--- src/rtl/hyp_mag_sched_pkg.sv ---
// Shared definitions for the hyp_mag_sched magnitude scheduler:
// FSM state encoding, default sizes and phase lengths.
package hyp_mag_sched_pkg;

    // Scheduler FSM states.
    typedef enum logic [1:0] {
        S_IDLE = 2'd0,
        S_MUL  = 2'd1,
        S_SQRT = 2'd2,
        S_RESP = 2'd3
    } state_e;

    // Default geometry.
    localparam int DEF_W    = 8;
    localparam int DEF_NREQ = 4;

    // Phase lengths for the default width: one multiplier bit per MUL cycle,
    // one root bit per SQRT cycle.
    localparam int DEF_MUL_CYC  = DEF_W;
    localparam int DEF_SQRT_CYC = DEF_W + 1;

    // Phase lengths for an arbitrary operand width.
    function automatic int mul_cycles(input int w);
        return w;
    endfunction

    function automatic int sqrt_cycles(input int w);
        return w + 1;
    endfunction

endpackage

--- src/rtl/hyp_mag_core.sv ---
// Iterative magnitude datapath: shift-add squaring of x and y in parallel,
// then a restoring bit-serial square root of x^2+y^2. The phase counter lives
// here; the owning FSM steers it with start/mul_en/sqrt_en and watches the
// *_last flags to move between phases.
module hyp_mag_core
    import hyp_mag_sched_pkg::*;
#(
    parameter int W = DEF_W
) (
    input  logic         clk,
    input  logic         rst_n,
    input  logic         start,
    input  logic         mul_en,
    input  logic         sqrt_en,
    input  logic [W-1:0] x,
    input  logic [W-1:0] y,
    output logic         mul_last,
    output logic         sqrt_last,
    output logic [W:0]   root_next
);

    localparam int AW       = 2 * W;        // square accumulator width
    localparam int RADW     = 2 * W + 2;    // zero-extended radicand width
    localparam int RW       = W + 4;        // remainder width with headroom
    localparam int MUL_CYC  = mul_cycles(W);
    localparam int SQRT_CYC = sqrt_cycles(W);
    localparam int CW       = $clog2(SQRT_CYC + 1);

    logic [AW-1:0]   mc_x_reg, mc_y_reg;     // shifting multiplicands
    logic [W-1:0]    mp_x_reg, mp_y_reg;     // shifting multipliers
    logic [AW-1:0]   acc_x_reg, acc_y_reg;   // partial squares
    logic [RADW-1:0] rad_reg;                // radicand, consumed 2 bits at a time
    logic [RW-1:0]   rem_reg;                // restoring remainder
    logic [W:0]      root_reg;               // partial root
    logic [CW-1:0]   cnt_reg;                // cycle within current phase

    logic [AW-1:0]   acc_x_next, acc_y_next;
    logic [AW:0]     sum_sq;
    logic [RW+1:0]   rem_sh;
    logic [RW+1:0]   trial;
    logic            sqrt_ge;
    logic [RW-1:0]   rem_next;

    assign mul_last  = (cnt_reg == CW'(MUL_CYC - 1));
    assign sqrt_last = (cnt_reg == CW'(SQRT_CYC - 1));

    // One shift-add step per operand, and the sum of both squares as they
    // will stand after this step (used on the final MUL cycle).
    always_comb begin
        acc_x_next = mp_x_reg[0] ? (acc_x_reg + mc_x_reg) : acc_x_reg;
        acc_y_next = mp_y_reg[0] ? (acc_y_reg + mc_y_reg) : acc_y_reg;
        sum_sq     = {1'b0, acc_x_next} + {1'b0, acc_y_next};
    end

    // One restoring square-root step: bring down two radicand bits and try
    // subtracting 4*root+1.
    always_comb begin
        rem_sh    = {rem_reg, rad_reg[RADW-1 -: 2]};
        trial     = (RW + 2)'({root_reg, 2'b01});
        sqrt_ge   = (rem_sh >= trial);
        rem_next  = sqrt_ge ? RW'(rem_sh - trial) : RW'(rem_sh);
        root_next = {root_reg[W-1:0], sqrt_ge};
    end

    // Datapath registers and phase counter; everything holds when no
    // enable is active.
    always_ff @(posedge clk or negedge rst_n) begin
        if (!rst_n) begin
            mc_x_reg  <= '0;
            mc_y_reg  <= '0;
            mp_x_reg  <= '0;
            mp_y_reg  <= '0;
            acc_x_reg <= '0;
            acc_y_reg <= '0;
            rad_reg   <= '0;
            rem_reg   <= '0;
            root_reg  <= '0;
            cnt_reg   <= '0;
        end else if (start) begin
            mc_x_reg  <= AW'(x);
            mc_y_reg  <= AW'(y);
            mp_x_reg  <= x;
            mp_y_reg  <= y;
            acc_x_reg <= '0;
            acc_y_reg <= '0;
            rad_reg   <= '0;
            rem_reg   <= '0;
            root_reg  <= '0;
            cnt_reg   <= '0;
        end else if (mul_en) begin
            mc_x_reg  <= mc_x_reg << 1;
            mc_y_reg  <= mc_y_reg << 1;
            mp_x_reg  <= mp_x_reg >> 1;
            mp_y_reg  <= mp_y_reg >> 1;
            acc_x_reg <= acc_x_next;
            acc_y_reg <= acc_y_next;
            if (mul_last) begin
                cnt_reg  <= '0;
                rad_reg  <= RADW'(sum_sq);
                rem_reg  <= '0;
                root_reg <= '0;
            end else begin
                cnt_reg  <= cnt_reg + 1'b1;
            end
        end else if (sqrt_en) begin
            rad_reg  <= rad_reg << 2;
            rem_reg  <= rem_next;
            root_reg <= root_next;
            cnt_reg  <= sqrt_last ? '0 : cnt_reg + 1'b1;
        end
    end

endmodule

--- src/rtl/hyp_mag_sched.sv ---
// Round-robin scheduler sharing one hyp_mag_core among NREQ requesters.
// Grants one (x, y) pair at a time, runs the MUL and SQRT phases, and holds
// the result with the owner's id on a valid/ready response port.
module hyp_mag_sched
    import hyp_mag_sched_pkg::*;
#(
    parameter  int NREQ = DEF_NREQ,
    parameter  int W    = DEF_W,
    localparam int IDW  = $clog2(NREQ)
) (
    input  logic              clk,
    input  logic              rst_n,
    input  logic              ena,
    input  logic [NREQ-1:0]   req_valid,
    output logic [NREQ-1:0]   req_ready,
    input  logic [NREQ*W-1:0] req_x,
    input  logic [NREQ*W-1:0] req_y,
    output logic              rsp_valid,
    input  logic              rsp_ready,
    output logic [W:0]        rsp_mag,
    output logic [IDW-1:0]    rsp_id,
    output logic              busy
);

    localparam logic [1:0] IDLE = S_IDLE;
    localparam logic [1:0] MUL  = S_MUL;
    localparam logic [1:0] SQRT = S_SQRT;
    localparam logic [1:0] RESP = S_RESP;

    logic [1:0]     state_reg;
    logic [IDW-1:0] ptr_reg;        // last granted requester
    logic [IDW-1:0] own_id_reg;     // requester owning the job in flight
    logic           rsp_valid_reg;
    logic [W:0]     rsp_mag_reg;
    logic [IDW-1:0] rsp_id_reg;

    logic           win_found;
    logic [IDW-1:0] win_idx;
    logic [IDW-1:0] cand;
    logic           grant_ok;
    logic [W-1:0]   sel_x, sel_y;
    logic           mul_last, sqrt_last;
    logic [W:0]     root_next;

    // Round-robin search starting just after ptr. Walking from the lowest
    // priority to the highest lets the last hit be the winner.
    always_comb begin
        win_found = 1'b0;
        win_idx   = '0;
        cand      = '0;
        for (int k = NREQ; k >= 1; k--) begin
            cand = IDW'((int'(ptr_reg) + k) % NREQ);
            if (req_valid[cand]) begin
                win_found = 1'b1;
                win_idx   = cand;
            end
        end
    end

    assign grant_ok = (state_reg == IDLE) && ena && win_found;
    assign sel_x    = req_x[win_idx*W +: W];
    assign sel_y    = req_y[win_idx*W +: W];
    assign busy     = (state_reg != IDLE);

    // One-hot ready to the winner only while idle and enabled.
    generate
        for (genvar gi = 0; gi < NREQ; gi++) begin : g_ready
            assign req_ready[gi] = grant_ok && (win_idx == IDW'(gi));
        end
    endgenerate

    hyp_mag_core #(
        .W(W)
    ) u_core (
        .clk       (clk),
        .rst_n     (rst_n),
        .start     (grant_ok),
        .mul_en    (ena && (state_reg == MUL)),
        .sqrt_en   (ena && (state_reg == SQRT)),
        .x         (sel_x),
        .y         (sel_y),
        .mul_last  (mul_last),
        .sqrt_last (sqrt_last),
        .root_next (root_next)
    );

    // Scheduler FSM, arbitration pointer and registered response.
    always_ff @(posedge clk or negedge rst_n) begin
        if (!rst_n) begin
            state_reg     <= IDLE;
            ptr_reg       <= IDW'(NREQ - 1);
            own_id_reg    <= '0;
            rsp_valid_reg <= 1'b0;
            rsp_mag_reg   <= '0;
            rsp_id_reg    <= '0;
        end else if (ena) begin
            case (state_reg)
                IDLE: begin
                    if (grant_ok) begin
                        state_reg  <= MUL;
                        ptr_reg    <= win_idx;
                        own_id_reg <= win_idx;
                    end
                end
                MUL: begin
                    if (mul_last) begin
                        state_reg <= SQRT;
                    end
                end
                SQRT: begin
                    if (sqrt_last) begin
                        state_reg     <= RESP;
                        rsp_valid_reg <= 1'b1;
                        rsp_mag_reg   <= root_next;
                        rsp_id_reg    <= own_id_reg;
                    end
                end
                RESP: begin
                    if (rsp_ready) begin
                        state_reg     <= IDLE;
                        rsp_valid_reg <= 1'b0;
                    end
                end
                default: state_reg <= IDLE;
            endcase
        end
    end

    assign rsp_valid = rsp_valid_reg;
    assign rsp_mag   = rsp_mag_reg;
    assign rsp_id    = rsp_id_reg;

endmodule

--- config.mk ---
export PLATFORM = sky130hd
export DESIGN_NAME = hyp_mag_sched
export DESIGN_NICKNAME = d
export VERILOG_FILES = /design/src/rtl/hyp_mag_sched_pkg.sv /design/src/rtl/hyp_mag_core.sv /design/src/rtl/hyp_mag_sched.sv
export SDC_FILE = /design/constraint.sdc
export NUM_CORES = 1
export LEC_CHECK = 0
export ABC_CLOCK_PERIOD_IN_PS = 4100
export CAP_MARGIN = 20
export CORE_MARGIN = 8
export CORE_UTILIZATION = 40
export CTS_CLUSTER_DIAMETER = 60
export DETAILED_ROUTE_END_ITERATION = 7
export PLACE_DENSITY_LB_ADDON = 0.2
export SLEW_MARGIN = 20
export SYNTH_ARGS = -nofsm -noshare
export SYNTH_HDL_FRONTEND = slang
export SYNTH_SLANG_ARGS = --single-unit
--- constraint.sdc ---
create_clock -name clk -period 4.1 [get_ports clk]
set_clock_uncertainty 0.15 [all_clocks]
set_input_delay 1.23 -clock clk [delete_from_list [all_inputs] [get_ports clk]]
set_output_delay 1.23 -clock clk [all_outputs]
set_load 0.1 [all_outputs]
==> run_results.csv, run 1 <==
group,metric,value,unit
logic_synthesis,synth-async-reset-ratio,100.0,%
layout,nFillCells,2103,
clock_network,clkTransAtPathRegs,0.07,ns
worst_setup_path,required,4.25,ns
worst_setup_path,crit_arrival,4.20,ns
route,dr_total_vias,8109,
worst_setup_path,end_kind,"flip-flop",
layout,largest_reg_flops,18,
logic_synthesis,yosysSeqAreaShare,38.33,%
layout,final_util,52.66,%
floorplanning,io_pins,89,
route,drcViolationCount,0,
timing,worstMarginPinSlew,0.7768,ns
worst_setup_path,slowest_stage,"dfrtp_1",
timing,relSlewSlack,48.21,%
logic_synthesis,ys.flop_type,"dfrtp_1",
worst_setup_path,path_class,"reg2reg",
clock_network,clock-root-buffer,"clkbuf_16",
global_routing,grt_pass1_vias,8287,
power_and_ir_drop,p_total,0.01118,W
logic_synthesis,synth_top_area_share,37.76,%
worst_hold_path,hold_end,"own_id_reg[1]$_DFFE_PN0P_",
timing,max_freq,0.2467,GHz
worst_setup_path,r2r_end,"u_core.rad_reg[13]$_DFFE_PN0P_",
floorplanning,die_h,167.8,microns
worst_hold_path,hold_depth,2,
clock_network,htreeDepth,4,
route,routed_wl,23290,microns
layout,stdcell_count,1534,
floorplanning,rows,55,
logic_synthesis,yosysWarnings,0,
worst_setup_path,ff2ff_setup_slack,0.05,ns
layout,drive_above_1_share,18.65,%
layout,area_delta_synth_final,29.42,%
worst_hold_path,worst_hold_startpoint,"own_id_reg[1]$_DFFE_PN0P_",
place,gp_congestion,0.8318,
route,wl_met3,950,microns
clock_network,cts_hold_buf,0,
route,first_pass_iters,4,
global_routing,grt_pass1_wl,40040,microns
timing,fin_setup_tns,0,ns
worst_setup_path,worstSetupStartpointType,"flip-flop",
worst_setup_path,r2r-start,"u_core.mc_x_reg[0]$_DFFE_PN0P_",
place,dp_hpwl,16600,microns
global_routing,antenna_found_initial,0,
floorplanning,core_area,0.02264,sq mm
global_routing,grt_max_degree,66,
logic_synthesis,synth_seq_cells,141,
logic_synthesis,synth.largest_area_cell,"dfrtp_1",
floorplanning,die_area,0.02814,sq mm
outcome,outcome,"completed",
timing,setup_viol,0,
clock_network,clock_latency,0.43,ns
clock_network,cts_tree,"done",
clock_network,cts-buffers-inserted,17,
clock_network,cts_buffer_depth,2,
timing,rsz0062_at_grt,"yes",
power_and_ir_drop,vdd_drop_max,0.4307,mV
worst_setup_path,ff2ff_path_depth,18,
timing,finalMaxSlewViolations,0,
clock_network,cts_num_sinks,141,
route,wl_per_cell,15.18,microns
logic_synthesis,ys_types,56,
worst_hold_path,hold_class,"reg2reg",
layout,nNetsFinal,1373,
timing,period_share,98.86,%
floorplanning,die-width,167.8,microns
worst_setup_path,crit_fanout,3,
worst_setup_path,max_stage_delay,0.39,ns
power_and_ir_drop,leakage,5.470,nW
place,io_buffer_count,88,
power_and_ir_drop,power_density,937.6,mW/mm^2
logic_synthesis,synth_nets,1216,
timing,fin_crit,4.053,ns
route,initialDrtViolationCount,458,
place,dp_cells,1484,
worst_setup_path,worstPathCellList,"ha_2, buf_4, a21o_1, a21oi_2, o21ai_0, xor2_1, mux2_2, ha_4, o21a_1, o31a_1, o31a_1, nor2_1, maj3_2, o311a_1, a211oi_2, buf_4, xnor2_1, o221ai_1",
route,m1WireLength,11440,microns
logic_synthesis,synth-edff-count,0,
route,postRouteAntennaNets,0,
layout,n_antenna_cell,0,
floorplanning,start_util,40.69,%
route,wl_met2,10590,microns
logic_synthesis,yosys-top-cells-area,"dfrtp_1, nand2_1, ha_1",
timing,hold_viol_final,0,
route,avgViaCountPerCell,5.286,
global_routing,grt_usage,16.93,%
route,dr.max_layer_used,"met4",
logic_synthesis,netlist_area,0.009213,sq mm
logic_synthesis,synthCells,1079,
flow_run,cap_viol_max_count,0,
logic_synthesis,synth.avg_cell_area,8.538,sq um
timing,fin_hold_ws,0.3264,ns
global_routing,grt-ovfl-total,0,
cell families after synthesis:
logic type | Yosys count | share of synthesized area (%)
AOI/OAI and AO/OA | 297 | 19.69
xor gates and xnor gates | 45 | 4.278
adders and majority gates | 68 | 9.425
buffers and inverters | 84 | 3.436
DFF | 141 | 38.33
muxes | 71 | 8.094
and+or+nand+nor | 373 | 16.75
cells in the final DEF, fill, tap and decap left out, drive strengths merged, types with 3 or more instances in the layout:
| master | Yosys | layout |
|---|---|---|
| nor2 | 70 | 70 |
| mux2i | 43 | 43 |
| clkbuf | 43 | 17 |
| o311ai | 3 | 3 |
| ha | 62 | 62 |
| a211oi | 13 | 13 |
| fa | 3 | 3 |
| and2 | 3 | 3 |
| o311a | 3 | 3 |
| and3 | 3 | 3 |
| o21a | 8 | 8 |
| xor2 | 15 | 15 |
| a22o | 6 | 6 |
| maj3 | 3 | 3 |
| o31ai | 7 | 7 |
| nand4 | 6 | 6 |
| a32oi | 3 | 3 |
| a21oi | 104 | 104 |
| a31oi | 31 | 31 |
| nor3 | 18 | 18 |
| o31a | 7 | 7 |
| dlygate4sd2 | 0 | 4 |
| nor2b | 9 | 9 |
| nand2 | 230 | 230 |
| nand3 | 23 | 23 |
| o22ai | 4 | 4 |
| o21bai | 4 | 4 |
| a21o | 17 | 17 |
| o211ai | 4 | 4 |
| clkdlybuf4s50 | 0 | 66 |
| xnor2 | 30 | 30 |
| buf | 8 | 119 |
| nand2b | 5 | 5 |
| inv | 33 | 43 |
| o21ai | 74 | 74 |
| dfrtp | 139 | 139 |
| mux2 | 28 | 28 |
worst max-delay path, delay by kind of cell (launching register included):
family | cells | cell delay (ns)
AOI/OAI and AO/OA | 9 | 1.64
adders and majority gates | 3 | 0.79
DFF | 1 | 0.39
muxes | 1 | 0.32
buffers and inverters | 2 | 0.30
xor gates and xnor gates | 2 | 0.28
and+or+nand+nor | 1 | 0.06
synthesized netlist by cell type, types with 2 or more instances:
cell,n
and3_1,3
o22ai_1,4
a21oi_1,104
o211ai_1,4
nand3b_1,2
ha_1,62
dfrtp_1,139
nand4_1,6
nor2b_1,9
inv_1,33
o31ai_1,7
o21a_1,8
o21ai_0,69
nor3_1,18
maj3_2,2
a31oi_1,31
a32oi_1,3
a211oi_1,11
o31a_1,7
a21o_1,17
a22o_1,6
and2_1,3
o21ba_2,2
nand3_1,22
buf_1,7
mux2i_1,43
mux2_2,28
nor4_1,2
o311a_1,3
o21bai_1,4
dfstp_2,2
xnor2_1,30
clkbuf_1,43
nand2b_1,5
xor2_1,15
fa_1,3
a211oi_2,2
nor2_1,70
o21ai_1,4
nand2_1,230
how the worst max path moves through the flow:
stage	from	cells after the start	endpoint
floorplan	req_valid[3]	5	req_ready[0]
global placement	u_core.acc_x_reg[0]$_DFFE_PN0P_	18	u_core.rad_reg[16]$_DFFE_PN0P_
detailed placement	u_core.acc_x_reg[0]$_DFFE_PN0P_	18	u_core.rad_reg[16]$_DFFE_PN0P_
CTS	u_core.mc_y_reg[0]$_DFFE_PN0P_	18	u_core.rad_reg[16]$_DFFE_PN0P_
global route	u_core.acc_x_reg[0]$_DFFE_PN0P_	18	u_core.rad_reg[15]$_DFFE_PN0P_
finish	u_core.mc_x_reg[0]$_DFFE_PN0P_	18	u_core.rad_reg[13]$_DFFE_PN0P_
routing by layer:
| metal | vias to the layer above | global-route usage, % |
|---|---|---|
| met5 | - | 0 |
| li1 | 4110 | - |
| met4 | 0 | 4.425 |
| met3 | 15 | 4.256 |
| met2 | 133 | 27.12 |
| met1 | 3851 | 22.43 |
through the flow:
step,instance area [sq um],setup WS [ns]
2_1_floorplan,9294,-0.03897
3_3_place_gp,10990,-0.1983
3_5_place_dp,10990,-0.2467
4_1_cts,11800,-0.008867
5_1_grt,11920,-0.1616
6_report,11920,0.04677
report_power, final:
group          switching [W]  internal (W)  leakage (nW)
registers           0.000424       0.00193          1.82
clock network       0.000674      0.000922         0.297
logic                0.00387       0.00336          3.35
area by class of cell:
class,instances,area (sq um),area share [%]
multi-input combinational,854,5655,47.43
sequential,141,3531,29.61
timing repair buffer,189,1655,13.88
clock buffer,17,425.4,3.568
tap,285,356.6,2.991
clock inverter,15,175.2,1.469
inverter,33,123.9,1.039
what timing repair did:
item,in CTS,in global routing
endpoints found under the setup margin,11,7
pin swaps,17,19
buffers inserted,14,4
gates resized for setup,23,25
endpoints found under the hold margin,0,0
No activity file was read; power rests on OpenSTA's default activity.
==> inputs of run 2 (changes only) <==
--- a/config.mk
+++ b/config.mk
@@ -11,6 +11,7 @@
 export CORE_UTILIZATION = 40
 export CTS_CLUSTER_DIAMETER = 60
 export DETAILED_ROUTE_END_ITERATION = 7
+export GPL_TIMING_DRIVEN = 1
 export PLACE_DENSITY_LB_ADDON = 0.2
 export SLEW_MARGIN = 20
 export SYNTH_ARGS = -nofsm -noshare
==> results of run 2 <==
The final DEF is identical to that of run 1; final timing and power are the same.
==> patch 1: new RTL, flow settings as in run 1 <==
`DEF_W`: 8 -> 4.
--- a/src/rtl/hyp_mag_sched_pkg.sv
+++ b/src/rtl/hyp_mag_sched_pkg.sv
@@ -12,5 +12,5 @@
 
     // Default geometry.
-    localparam int DEF_W    = 8;
+    localparam int DEF_W    = 4;
     localparam int DEF_NREQ = 4;
 
Interface: changed (resized req_x, req_y and rsp_mag); port bits go from 89 to 53. The function was not compared with the original's and may differ.
==> patch 1 against run 1 <==
Cell area fell by 46%. Global-route usage fell by 1.3 points. Setup slack improved by 0.027 ns. Critical path depth fell by 12. Sequential cell count fell by 61. Total power fell by 49%. Area after synthesis fell by 43%. Routed wire length fell by 46%. Critical path type is now in -> out. Largest cell class unchanged.
==> patch 1: results (changes against run 1) <==
| Metric | Value |
|---|---|
| Outcome | complete, no violations (unchanged) |
| Post-Syn Nets | 656 (was 1216) |
| DP Cell Count | 791 (was 1484) |
| Vias in the first global route | 4251 (was 8287) |
| Initial antenna violation count | 0 (unchanged) |
| Sequential share of the synthesized area | 0.384 (was 0.383) |
| Netlist cell types | 61 (was 56) |
| DRT iter0 DRCs | 197 (was 458) |
| Gr usage total | 0.156 (was 0.169) |
| Synth top cells by count | nand2_1, dfrtp_1, a21oi_1, ha_1, nor2_1 (was nand2_1, dfrtp_1, a21oi_1, nor2_1, o21ai_0) |
| Maximum vdd drop | 0.000416 V (was 0.000431 V) |
| Top cells by area, synth | dfrtp_1, ha_1, nand2_1 (was dfrtp_1, nand2_1, ha_1) |
| Root Driver | clkbuf_16 (unchanged) |
| Ys flop type | dfrtp_1 (unchanged) |
| Crit-path max FO | 5 (was 3) |
| Longest Clk Path Bufs | 2 (unchanged) |
| Via density | 5.23 (was 5.29) |
| Max-cap viol count | 0 (unchanged) |
| Mapped Avg Cell Area | 9.06 sq um (was 8.54 sq um) |
| CTS Buf Count | 9 (was 17) |
| Final min period | 4.03 ns (was 4.05 ns) |
| Final RePlAce weighted congestion | 0.769 (was 0.832) |
| Switching Fraction | 0.457 (was 0.445) |
| Slew HR | 0.495 (was 0.482) |
| Largest net degree at the start of global routing | 81 (was 66) |
| WP data arrival | 2.65 ns (was 4.20 ns) |
| H-tree levels | 3 (was 4) |
| Number of diodes | 0 (unchanged) |
| DR vias | 4222 (was 8109) |
| Leakage power | 2.89 nW (was 5.47 nW) |
| Worst skew pair latency | 0.36 ns (was 0.43 ns) |
| First-pass GRT wire length | 20.9 mm (was 40.0 mm) |
| DRT Pass-1 Iters | 4 (unchanged) |
| Hold Path Class | reg -> reg (unchanged) |
| Async SR Flop Fraction | 1.00 (unchanged) |
| IO Port Bufs | 52 (was 88) |
| Yosys warns | 0 (unchanged) |
| Dpl hpwl | 9.03 mm (was 16.6 mm) |
| Worst Reg-to-Reg Cells | 13 (was 18) |
| Drt total wl | 12.6 mm (was 23.3 mm) |
| CTS clk-pin slew, worst paths | 0.07 ns (about the same) |
| Worst Hold Depth | 2 (unchanged) |
| Final net count | 710 (was 1373) |
| Number of flip-flops under the largest register name | 10 (was 18) |
| Layout cells sized above 1 | 0.142 (was 0.187) |
## patch 1: changes by cell type in the layout (fill, tap and decap cells not counted), moves of 28 or more
cell and change:
a21oi_1 -53, buf_4 -85, clkdlybuf4s50_1 -32, dfrtp_1 -61, nand2_1 -133, nor2_1 -31, o21ai_0 -28
## patch 1: repair_timing
item,in CTS,in global routing
endpoints found under the setup margin,4,1
resized for setup,7,0
setup buffers,1,0
pin swaps,1,1
## patch 1: per-stage QoR
step	instance area (sq um)	setup WS, ns
4_1_cts	6380	0.0346
6_report	6380	0.0740
3_5_place_dp	6050	-0.0688
3_3_place_gp	6050	-0.0414
2_1_floorplan	5300	-0.226
5_1_grt	6380	0.00857
## patch 1: logic make-up after synthesis
logic type | Yosys count | synth area share
multiplexers | 44 | 0.0895
adder cells (fa/ha/maj) | 41 | 0.102
AND/OR/NAND/NOR | 192 | 0.166
AO/OA/AOI/OAI | 144 | 0.179
buffers and inverters | 54 | 0.0431
XOR/XNOR | 22 | 0.0369
flip-flops | 80 | 0.384
## patch 1: area by class of cell
class                      instances  area [sq um]
clock buffer                       9           225
clock inverter                     7          85.1
fill                            1179          6290
inverter                          25          93.8
multi-input combinational        443          3060
sequential                        80          2000
tap                              172           215
timing repair buffer              72           697
## patch 1: power groups by stage
stage / sequential (mW) / combinational (mW) / clock (mW)
after floorplan: 1.50 / 2.53 / 0
after global placement: 1.41 / 3.30 / 0
after detailed placement: 1.43 / 3.38 / 0
after CTS: 1.42 / 3.40 / 0.875
after global routing: 1.47 / 3.75 / 0.910
final: 1.42 / 3.38 / 0.849
## patch 1: final timing paths
check	startpoint	to	slack (ns)
max	req_valid[1]	req_ready[0]	0.07
min	u_core.root_reg[3]	u_core.root_reg[3]	0.33
max reg2reg	u_core.mc_y_reg[0]	u_core.rad_reg[7]	0.65
min reg2reg	u_core.root_reg[3]	u_core.root_reg[3]	0.33
max in group asynchronous	rst_n	u_core.acc_x_reg[5]	2.51
min in group asynchronous	rst_n	u_core.rem_reg[7]	0.77
## patch 1: worst max-delay path, cell delays in order
cell	delay, ns
dlygate4sd2_1	0.30
nor2b_1	0.15
o21a_1	0.21
nor3_4	0.23
nor3b_4	0.31
buf_12	0.21
## patch 1: routing by layer
layer / vias to the layer above / global-route usage / wire length, microns
met5: - / 0 / 0
met4: 0 / 0.0355 / 44
met3: 4 / 0.0494 / 445
met2: 50 / 0.259 / 6270
met1: 2029 / 0.193 / 5790
li1: 2139 / - / -
==> patch 2: new RTL, settings of run 1 <==
Made on the original files. Reset style: synchronous (`rst_n`), changed in 2 clocked blocks.
--- a/src/rtl/hyp_mag_core.sv
+++ b/src/rtl/hyp_mag_core.sv
@@ -65,5 +65,5 @@
     // Datapath registers and phase counter; everything holds when no
     // enable is active.
-    always_ff @(posedge clk or negedge rst_n) begin
+    always_ff @(posedge clk) begin
         if (!rst_n) begin
             mc_x_reg  <= '0;
--- a/src/rtl/hyp_mag_sched.sv
+++ b/src/rtl/hyp_mag_sched.sv
@@ -86,5 +86,5 @@
 
     // Scheduler FSM, arbitration pointer and registered response.
-    always_ff @(posedge clk or negedge rst_n) begin
+    always_ff @(posedge clk) begin
         if (!rst_n) begin
             state_reg     <= IDLE;
Function: differs if rst_n is asserted again (counterexample within 4 cycles, from zero or initial values and one cycle with rst_n low); with rst_n held inactive, the same outputs for 4 cycles.
==> patch 2 against run 1 <==
Synthesized cell count is 0.28% higher. First-iteration DRC count is 22% lower. Area after synthesis is 1.8% lower. Non-clock buffer count is 18 lower. Critical path depth stayed put. Cell area is 2.7% lower. Sequential cell count stayed put. Routed wire length is 0.11% higher. Setup slack better by 0.072 ns. Fmax is 1.8% higher. Final cell count is 1.5% lower. Critical path type unchanged.
Power is not compared: it rests on default switching activity, and its combinational part moved more than twofold at a synthesized area within 25%.
==> patch 2: results (changes against run 1) <==
| Metric | Value |
|---|---|
| Outcome | complete, no violations (unchanged) |
| Final net count | 1350 (was 1373) |
| Via density | 5.29 (about the same) |
| Synth top cells by count | dfxtp_1, nand2_1, nor2_1, a21oi_1 (was nand2_1, dfrtp_1, a21oi_1, nor2_1, o21ai_0) |
| Fillcell total | 2123 (was 2103) |
| Mapped Avg Cell Area | 8.36 sq um (was 8.54 sq um) |
| Dominant cell type by area after synthesis | dfxtp_1 (was dfrtp_1) |
| DRT iter0 DRCs | 357 (was 458) |
| WP data arrival | 4.10 ns (was 4.20 ns) |
| Synth Area in Compound Gates | 0.230 (was 0.197) |
| Routed len/inst | 15.4 microns (was 15.2 microns) |
| Vias in the first global route | 7969 (was 8287) |
| Layout cells sized above 1 | 0.188 (was 0.187) |
| Sequential share of the synthesized area | 0.312 (was 0.383) |
| CLK BUF | 18 (was 17) |
| Dpl hpwl | 16.9 mm (was 16.6 mm) |
| DRT Pass-1 Iters | 5 (was 4) |
| First-pass GRT wire length | 39.4 mm (was 40.0 mm) |
| Layout area overhead | 28.2% (was 29.4%) |
| Mux cell area share after synthesis | 0.0997 (was 0.0809) |
| Ys flop type | dfxtp_1 (was dfrtp_1) |
| XOR/XNOR Fraction of Synth Area | 0.0463 (was 0.0428) |
| Post-DP Area | 10700 sq um (was 11000 sq um) |
| Final RePlAce weighted congestion | 0.797 (was 0.832) |
| Gr usage total | 0.170 (was 0.169) |
| Async SR Flop Fraction | 0 (was 1.00) |
| #MultiIn Comb | 847 (was 854) |
| Signal inverters | 35 (was 33) |
| Netlist cell types | 74 (was 56) |
| Synthesized-area fraction occupied by adder cells | 0.0935 (was 0.0943) |
| NonClk Buf Share | 0.133 (was 0.139) |
-- patch 2: cell types whose count changed after synthesis, sizes merged, moves of 24 or more --
| cell | before | now |
|---|---|---|
| dfxtp | 0 | 141 |
| dfrtp | 139 | 0 |
| nand2 | 230 | 116 |
| o21ai | 74 | 41 |
| nor2 | 70 | 101 |
| a21boi | 1 | 25 |
-- patch 2: worst paths after layout --
kind / cells past startpoint / startpoint / endpoint / slack (ns)
worst min-delay path: 2 / u_core.rad_reg[0] / u_core.rad_reg[0] / 0.31
worst max-delay path: 18 / u_core.mc_y_reg[0] / u_core.rad_reg[16] / 0.12
worst max register to register: 18 / u_core.mc_y_reg[0] / u_core.rad_reg[16] / 0.12
worst min register to register: 2 / u_core.rad_reg[0] / u_core.rad_reg[0] / 0.31
-- patch 2: critical path, cell delays in order (launching register included) --
cell	delay, ns
dfxtp_1	0.34
ha_4	0.18
fa_2	0.39
a21o_1	0.20
a21oi_2	0.14
xnor2_1	0.07
mux2_2	0.30
ha_4	0.25
o21ai_2	0.16
a21oi_2	0.06
o41ai_2	0.36
buf_4	0.20
nand2_2	0.07
a31oi_4	0.24
o31ai_4	0.10
a21o_1	0.21
a211oi_2	0.21
o21a_1	0.14
a2111oi_2	0.04
-- patch 2: routing by layer --
metal | vias to the layer above | share of wire | wire, microns | global-route usage
met5 | - | 0 | 0 | 0
met4 | 0 | 0.011 | 261 | 0.0462
met3 | 19 | 0.044 | 1030 | 0.0387
li1 | 4117 | - | - | -
met1 | 3717 | 0.47 | 11000 | 0.214
met2 | 140 | 0.47 | 11000 | 0.286
-- patch 2: what timing repair did --
action / 4_1_cts / 5_1_grt
endpoints found under the setup margin: 9 / 12
buffers inserted: 2 / 5
resized for setup: 29 / 43
pin swaps: 7 / 26
